`src/rtl/emu_frame_sequencer.sv`:
```
// Frame sequencer between a byte-stream host link and an emulation wrapper: writes the stimulus
// bytes, loads them, gives the DUT one clock period, captures its outputs and streams them back.
module emu_frame_sequencer #(
  parameter int NUM_STIM = 2,
  parameter int NUM_OUT  = 4,
  parameter int HALF     = 2
) (
  input  logic        clk_emu,
  input  logic        reset,
  input  logic [7:0]  rx_data,
  input  logic        rx_valid,
  output logic        rx_ready,
  output logic [7:0]  tx_data,
  output logic        tx_valid,
  input  logic        tx_ready,
  output logic [7:0]  Din_emu,
  output logic [2:0]  Addr_emu,
  output logic        load_emu,
  output logic        get_emu,
  output logic        clk_dut,
  input  logic [7:0]  Dout_emu,
  output logic        busy,
  output logic [15:0] frame_cnt
);

  localparam int              HW        = (HALF > 1) ? $clog2(HALF) : 1;
  localparam logic [2:0]      LAST_STIM = 3'(NUM_STIM - 1);
  localparam logic [2:0]      LAST_OUT  = 3'(NUM_OUT - 1);
  localparam logic [HW-1:0]   LAST_HALF = HW'(HALF - 1);

  typedef enum logic [3:0] {
    RECV, WR, LOAD, CLKH, CLKL, GET, RADDR, RCAP, SEND
  } state_e;

  state_e         state_q, state_d;
  logic [2:0]     idx_q, idx_d;
  logic [2:0]     j_q, j_d;
  logic [HW-1:0]  half_q, half_d;
  logic [15:0]    frame_cnt_q, frame_cnt_d;
  logic [7:0]     din_q, din_d;
  logic [2:0]     addr_q, addr_d;
  logic [7:0]     tx_data_q, tx_data_d;
  logic           tx_valid_q, tx_valid_d;
  logic           load_q, load_d;
  logic           get_q, get_d;
  logic           clk_dut_q, clk_dut_d;

  always_ff @(posedge clk_emu) begin
    if (reset) begin
      state_q     <= RECV;
      idx_q       <= '0;
      j_q         <= '0;
      half_q      <= '0;
      frame_cnt_q <= '0;
      din_q       <= '0;
      addr_q      <= '0;
      tx_data_q   <= '0;
      tx_valid_q  <= 1'b0;
      load_q      <= 1'b0;
      get_q       <= 1'b0;
      clk_dut_q   <= 1'b0;
    end else begin
      state_q     <= state_d;
      idx_q       <= idx_d;
      j_q         <= j_d;
      half_q      <= half_d;
      frame_cnt_q <= frame_cnt_d;
      din_q       <= din_d;
      addr_q      <= addr_d;
      tx_data_q   <= tx_data_d;
      tx_valid_q  <= tx_valid_d;
      load_q      <= load_d;
      get_q       <= get_d;
      clk_dut_q   <= clk_dut_d;
    end
  end

  // In RECV rx_ready is 1, so rx_valid alone is the handshake; likewise tx_ready in SEND.
  always_comb begin
    state_d = state_q;
    unique case (state_q)
      RECV:    if (rx_valid) state_d = WR;
      WR:      state_d = (idx_q == LAST_STIM) ? LOAD : RECV;
      LOAD:    state_d = CLKH;
      CLKH:    if (half_q == LAST_HALF) state_d = CLKL;
      CLKL:    if (half_q == LAST_HALF) state_d = GET;
      GET:     state_d = RADDR;
      RADDR:   state_d = RCAP;
      RCAP:    state_d = SEND;
      SEND:    if (tx_ready) state_d = (j_q == LAST_OUT) ? RECV : RADDR;
      default: state_d = RECV;
    endcase
  end

  always_comb begin
    idx_d       = idx_q;
    j_d         = j_q;
    half_d      = half_q;
    frame_cnt_d = frame_cnt_q;
    din_d       = din_q;
    addr_d      = addr_q;
    tx_data_d   = tx_data_q;
    tx_valid_d  = tx_valid_q;
    unique case (state_q)
      RECV: begin
        if (rx_valid) begin
          din_d  = rx_data;
          addr_d = idx_q;
        end
      end
      WR:   idx_d = (idx_q == LAST_STIM) ? 3'd0 : idx_q + 3'd1;
      CLKH, CLKL: half_d = (half_q == LAST_HALF) ? '0 : half_q + 1'b1;
      GET: begin
        j_d    = 3'd0;
        addr_d = 3'd0;
      end
      RCAP: begin
        tx_data_d  = Dout_emu;
        tx_valid_d = 1'b1;
      end
      SEND: begin
        if (tx_ready) begin
          tx_valid_d = 1'b0;
          if (j_q == LAST_OUT) begin
            j_d         = 3'd0;
            frame_cnt_d = frame_cnt_q + 16'd1;
          end else begin
            j_d    = j_q + 3'd1;
            addr_d = j_q + 3'd1;
          end
        end
      end
      default: ;
    endcase
    // Strobes are registered from the next state so they line up with the state they belong to.
    load_d    = (state_d == LOAD);
    get_d     = (state_d == GET);
    clk_dut_d = (state_d == CLKH);
  end

  assign rx_ready  = (state_q == RECV) && !reset;
  assign busy      = (state_q != RECV);
  assign tx_data   = tx_data_q;
  assign tx_valid  = tx_valid_q;
  assign Din_emu   = din_q;
  assign Addr_emu  = addr_q;
  assign load_emu  = load_q;
  assign get_emu   = get_q;
  assign clk_dut   = clk_dut_q;
  assign frame_cnt = frame_cnt_q;

endmodule

```
`config.mk`:
```
export PLATFORM = sky130hd
export DESIGN_NAME = emu_frame_sequencer
export DESIGN_NICKNAME = d
export VERILOG_FILES = /design/src/rtl/emu_frame_sequencer.sv
export SDC_FILE = /design/constraint.sdc
export NUM_CORES = 1
export LEC_CHECK = 0
export CORE_MARGIN = 10
export CORE_UTILIZATION = 30
export CTS_BUF_LIST = sky130_fd_sc_hd__clkbuf_4
export DETAILED_ROUTE_END_ITERATION = 8
export PLACE_DENSITY = 0.61
export SYNTH_ARGS = -nofsm -noshare
export SYNTH_HDL_FRONTEND = slang
export SYNTH_SLANG_ARGS = --single-unit
```
`constraint.sdc`:
```
create_clock -name clk_emu -period 4.27 [get_ports clk_emu]
set_clock_uncertainty 0.1 [all_clocks]
set_input_delay 1.0675 -clock clk_emu [delete_from_list [all_inputs] [get_ports clk_emu]]
set_output_delay 1.0675 -clock clk_emu [all_outputs]
set_load 0.03 [all_outputs]
```
==> results of run 1 <==
==> power by group through the flow <==
stage	clock [mW]	sequential, mW	combinational, mW
after floorplan	0	0.504	0.0487
after global placement	0	0.496	0.0996
after detailed placement	0	0.497	0.0996
after CTS	0.233	0.487	0.100
after global routing	0.254	0.489	0.108
final	0.220	0.487	0.0989
==> sequential cells by signal, indices dropped and copies added (netlist names) <==
register   count
Din_emu        8
get_emu        1
frame_cnt     16
state_q        4
half_q         1
load_emu       1
Addr_emu       3
clk_dut        1
tx_valid       1
idx_q          3
j_q            3
tx_data        8
==> critical path: cells and delay by family <==
| kind | cells | cell delay, ns |
|---|---|---|
| buf+inv | 2 | 1.16 |
| simple gates | 1 | 0.17 |
==> cell type report <==
type	instances	area, sq um	share of cell area (%)
Tap cell	99	123.9	4.088
Sequential cell	50	1001	33.03
Inverter	6	22.52	0.7432
Clock buffer	5	37.54	1.239
Multi-Input combinational cell	195	1216	40.13
Clock inverter	3	21.27	0.7019
Timing Repair Buffer	61	608.1	20.07
==> cells by family (layout without fill, tap and decap cells) <==
family | after synthesis | in the layout | synth area share, %
AO/OA/AOI/OAI | 51 | 51 | 13.51
XOR/XNOR | 11 | 11 | 4.160
adder cells (fa/ha/maj) | 5 | 5 | 2.701
buffers and inverters | 22 | 75 | 4.267
flip-flops | 50 | 50 | 43.22
multiplexers | 10 | 10 | 4.376
AND/OR/NAND/NOR | 118 | 118 | 27.77
==> layout by cell type (no fill, tap or decap), drive strengths merged, types with 3 or more instances in the layout <==
| cell | count |
|---|---|
| mux2i | 9 |
| a21oi | 23 |
| or4 | 5 |
| clkdlybuf4s50 | 60 |
| o211ai | 3 |
| or3 | 6 |
| clkbuf | 5 |
| xor2 | 5 |
| ha | 5 |
| nand2 | 29 |
| nand3b | 4 |
| nor4bb | 3 |
| nand3 | 8 |
| nor2 | 33 |
| inv | 6 |
| o31ai | 5 |
| or3b | 3 |
| xnor2 | 6 |
| o21ai | 9 |
| nor4b | 5 |
| nand2b | 6 |
| dfxtp | 50 |
==> per-layer routing <==
metal	GRT usage [%]	vias up	wire [microns]
met2	14.31	59	2483
met1	12.50	925	2797
li1	-	1047	-
met5	0	-	0
met3	3.772	4	458
met4	3.340	0	34
==> how the worst min path moves through the flow <==
stage | start | endpoint | slack, ns | cells past startpoint
CTS | tx_data[5] | tx_data[5] | 0.37 | 2
detailed placement | tx_data[5] | tx_data[5] | 0.35 | 2
global placement | tx_data[5] | tx_data[5] | 0.34 | 2
global route | tx_data[2] | tx_data[2] | 0.39 | 2
finish | tx_data[5] | tx_data[5] | 0.37 | 2
floorplan | j_q[1] | j_q[1] | 0.35 | 2
==> results.toml, run 1 <==
[setup_path]
path_class = "in -> out"
critPathMaxStageDelay_ns = 0.69
cp-endpoint = "rx_ready"
r2r_end = "frame_cnt[15]"
timing.critical_path.mode_cell = "clkdlybuf4s50_1"
critPathCaptureType = "output pin"
cp-startpoint = "reset"
worstSetupStartpointType = "primary input"
r2r_cells = 4
path_cells = "clkdlybuf4s50_1 > nor2_1 > clkdlybuf4s50_1"
cp_slowest_cell = "clkdlybuf4s50_1"
regToRegSetupSlack_ns = 1.86
crit_arrival_ns = 2.40
r2r_start = "state_q[3]"
worst-path-max-fanout = 2
required_ns = 3.10

[timing]
drv_slew = 0
hold_violations = 0
holdWs_ns = 0.3672
fin_crit_sh_pct = 83.62
rsz0062_at_grt = "no"
setup-tns-final_ns = 0
finalSetupViolations = 0
layout_setup_ws_ns = 0.6996
max_freq_mhz = 280.1
min_period_ns = 3.570
worst_slew_pin_slew_ns = 0.6837
timing.slew.headroom_pct = 53.78

[grt]
grt_max_degree = 43
overflow = 0
grt_pass1_vias = 1908
track_usage_pct = 9.696
grt_pass1_wl_microns = 9404
antenna_found_initial = 0

[logic_synthesis]
yosys.area.top_type_share_pct = 43.22
syn_nets = 292
ys_seq_area_share_pct = 43.22
netlist_instances = 267
synthMostInstantiatedCell = "dfxtp_1"
syn_area_per_cell_sq_um = 8.674
ys_top_cells_by_area = "dfxtp_1 (43%), nor2_1 (5.3%), a21oi_1 (5.0%)"
netlist.top_cell.by_area = "dfxtp_1"
yosys_warnings = 0
ys_types = 46
synth-edff-count = 0
synth-main-ff-cell = "dfxtp_1"
synth_top_cells_by_count = "dfxtp_1 (50), nor2_1 (33), nand2_1 (29), a21oi_1 (23), clkbuf_1 (12)"
synthArstFlopShare_pct = 0
synth_seq_cells = 50
syn_area_sq_um = 2316

[cts]
clock_sinks = 50
cts_tree = "built"
cts_setup_buffers = 0
hold_buffers = 0
cts_buffers = 5
clk_pin_slew_ns = 0.17
clock_latency_ns = 0.38
ctsHtreeMaxLevel = 2
clockBufferDepth = 2
ctsResizeCount = 0
root_buffer = "clkbuf_4"

[layout]
nets = 344
drive_above_1_share_pct = 4.688
diodes = 0
fin_util_pct = 41.12
syn_to_final_growth_pct = 30.85
nFillCells = 739
final_cell_count_no_fill = 419
final_area_sq_um = 3030

[placement]
placed_cells = 411
port_buffers = 60
placed_area_sq_um = 2972
dp.final_hpwl_microns = 4148
gp_congestion = 0.7813
pre_cts_slack_ns = 0.7197

[power]
power_frac_clock_pct = 27.3
power_frac_seq_pct = 60.4
power_uw = 805.3
power.density_nw_per_um2 = 265.8
pwr-share-comb_pct = 12.3
intPower_uw = 588.7
irDropWorstVdd_mv = 0.1775
p_leak_nw = 1.026
switchingPower_uw = 216.7
swShare_pct = 26.91

[route]
drtAntennaViolNets = 0
wire_per_inst_microns = 13.78
firstDrtPassIters = 4
routed_wl_microns = 5773
vias = 2035
vias_per_cell = 4.857
drtIter0Drc = 123
route.detailed.drc = 0

[run]
maxCapViolations = 0

[die]
die_area_sq_um = 11630
die_h_microns = 107.9
die_w_microns = 107.9
rows = 31
pin_count = 61
core_sq_um = 7370
start_util_pct = 31.43

[status]
outcome = "complete, no violations"

[min_path]
hold_class = "reg -> reg"
(Power assumes the default switching activity.)
==> run 2, diff against run 1 <==
clock period = 3.7 ns   (was 4.27 ns; I/O delays follow)
==> results.toml, run 2 (synthesis results as in run 1) <==
[timing]
finalSetupViolations = 0
fin_crit_sh_pct = 87.95
rsz0062_at_grt = "no"
setup-tns-final_ns = 0
worst_slew_pin_slew_ns = 0.6801
min_period_ns = 3.254
timing.slew.headroom_pct = 54.02
holdWs_ns = 0.3639
max_freq_mhz = 307.3
hold_violations = 0
layout_setup_ws_ns = 0.4459
drv_slew = 0

[cts]
cts_setup_buffers = 0
ctsHtreeMaxLevel = 2
clockBufferDepth = 2
cts_tree = "built"
root_buffer = "clkbuf_4"
cts_buffers = 5
hold_buffers = 0
clk_pin_slew_ns = 0.13
clock_latency_ns = 0.35
clock_sinks = 50
ctsResizeCount = 0

[layout]
largest_reg_flops = 16
register_area_sq_um = 1001
diodes = 0
multi_input_area_sq_um = 1216
final_cell_count_no_fill = 421
final_common_cell = "clkdlybuf4s50_1"
nFillCells = 741
drive_above_1_share_pct = 5.280
nets = 347
final_area_sq_um = 3047
syn_to_final_growth_pct = 31.55
final_cell_mix = "clkdlybuf4s50_1 (60), dfxtp_1 (50), nor2_1 (33), nand2_1 (29), a21oi_1 (23)"

[grt]
grt_max_degree = 43
track_usage_pct = 9.831
grt_pass1_wl_microns = 9418
busiest_layer = "met2"
overflow = 0
met3_usage_pct = 4.132
use_met2_pct = 14.09
grt_pass1_vias = 1907
grt_util_met1_pct = 13.00
antenna_found_initial = 0

[route]
route.detailed.drc = 0
firstDrtPassIters = 4
drtIter0Drc = 77
vias_per_cell = 4.884
drtAntennaViolNets = 0
wire_per_inst_microns = 13.60
routed_wl_microns = 5725
vias = 2056

[setup_path]
path_class = "in -> out"
r2r_cells = 4
crit_arrival_ns = 2.23
worstSetupStartpointType = "primary input"
required_ns = 2.67
r2r_start = "state_q[3]"
worst-path-max-fanout = 2
cp-startpoint = "reset"
critPathCaptureType = "output pin"

[min_path]
worstHoldPathCells = 2
hold_class = "reg -> reg"
min-delay-start = "tx_data[3]"

[power]
pwr-share-comb_pct = 13.2
switchingPower_uw = 230.7
power_frac_seq_pct = 60.1
intPower_uw = 693.4
swShare_pct = 24.97
power.density_nw_per_um2 = 303.3
irDropWorstVdd_mv = 0.1546
power_frac_clock_pct = 26.7
p_leak_nw = 1.043

[status]
outcome = "complete, no violations"

[die]
core_sq_um = 7370
pin_count = 61
die_h_microns = 107.9
die_w_microns = 107.9
rows = 31
start_util_pct = 31.43
die_area_sq_um = 11630

[placement]
placed_area_sq_um = 2994
port_buffers = 60
pre_cts_slack_ns = 0.4517
placed_cells = 414
gp_congestion = 0.7580
dp.final_hpwl_microns = 4209

[run]
maxCapViolations = 0
[run 2: cell types whose count changed in the layout (fill, tap and decap cells not counted), sizes merged]
cell,change
clkinvlp,-1
clkbuf,+2
clkinv,-2
buf,+3
[run 2: worst paths after layout]
path         slack, ns             to
min               0.36     tx_data[3]
max               0.45       rx_ready
max reg2reg       1.25  frame_cnt[13]
min reg2reg       0.36     tx_data[3]
[run 2: cell type report]
| class | instances | area share, % |
|---|---|---|
| flip-flops and latches | 50 | 32.85 |
| inverters | 6 | 0.7392 |
| clock buffers | 7 | 1.725 |
| repair buffers | 64 | 20.70 |
| multi-input cells | 195 | 39.92 |
| well taps | 99 | 4.066 |
[run 2: critical path, cell delays in order]
cell and delay, ns:
clkdlybuf4s50_1 0.48, nor2_1 0.13, clkdlybuf4s50_1 0.69
[run 2: layer usage]
metal  part of all wire [%]  routed length (microns)
met2                     42                     2408
met5                      0                        0
met1                     49                     2788
met3                    8.0                      457
met4                    1.2                       70
[run 2: metrics by stage]
step | util (%) | power, mW
after floorplan | - | 0.6379
after global placement | 40.63 | 0.6897
after detailed placement | 40.63 | 0.6906
after CTS | 41.34 | 0.9412
after global routing | 41.34 | 0.9749
final | 41.34 | 0.9241
[run 2: power groups by stage]
stage	Combinational, mW	Sequential (mW)	Clock (mW)
finish	0.122	0.556	0.246
global route	0.133	0.557	0.284
CTS	0.124	0.556	0.261
detailed placement	0.123	0.568	0
global placement	0.123	0.567	0
floorplan	0.0562	0.582	0
==> run 3, diff against run 2 <==
CTS_CLUSTER_DIAMETER = 80   (was not set)
GPL_ROUTABILITY_DRIVEN = 0   (was not set)
==> results of run 3 <==
Final layout, timing and power as in run 2 (identical DEF).
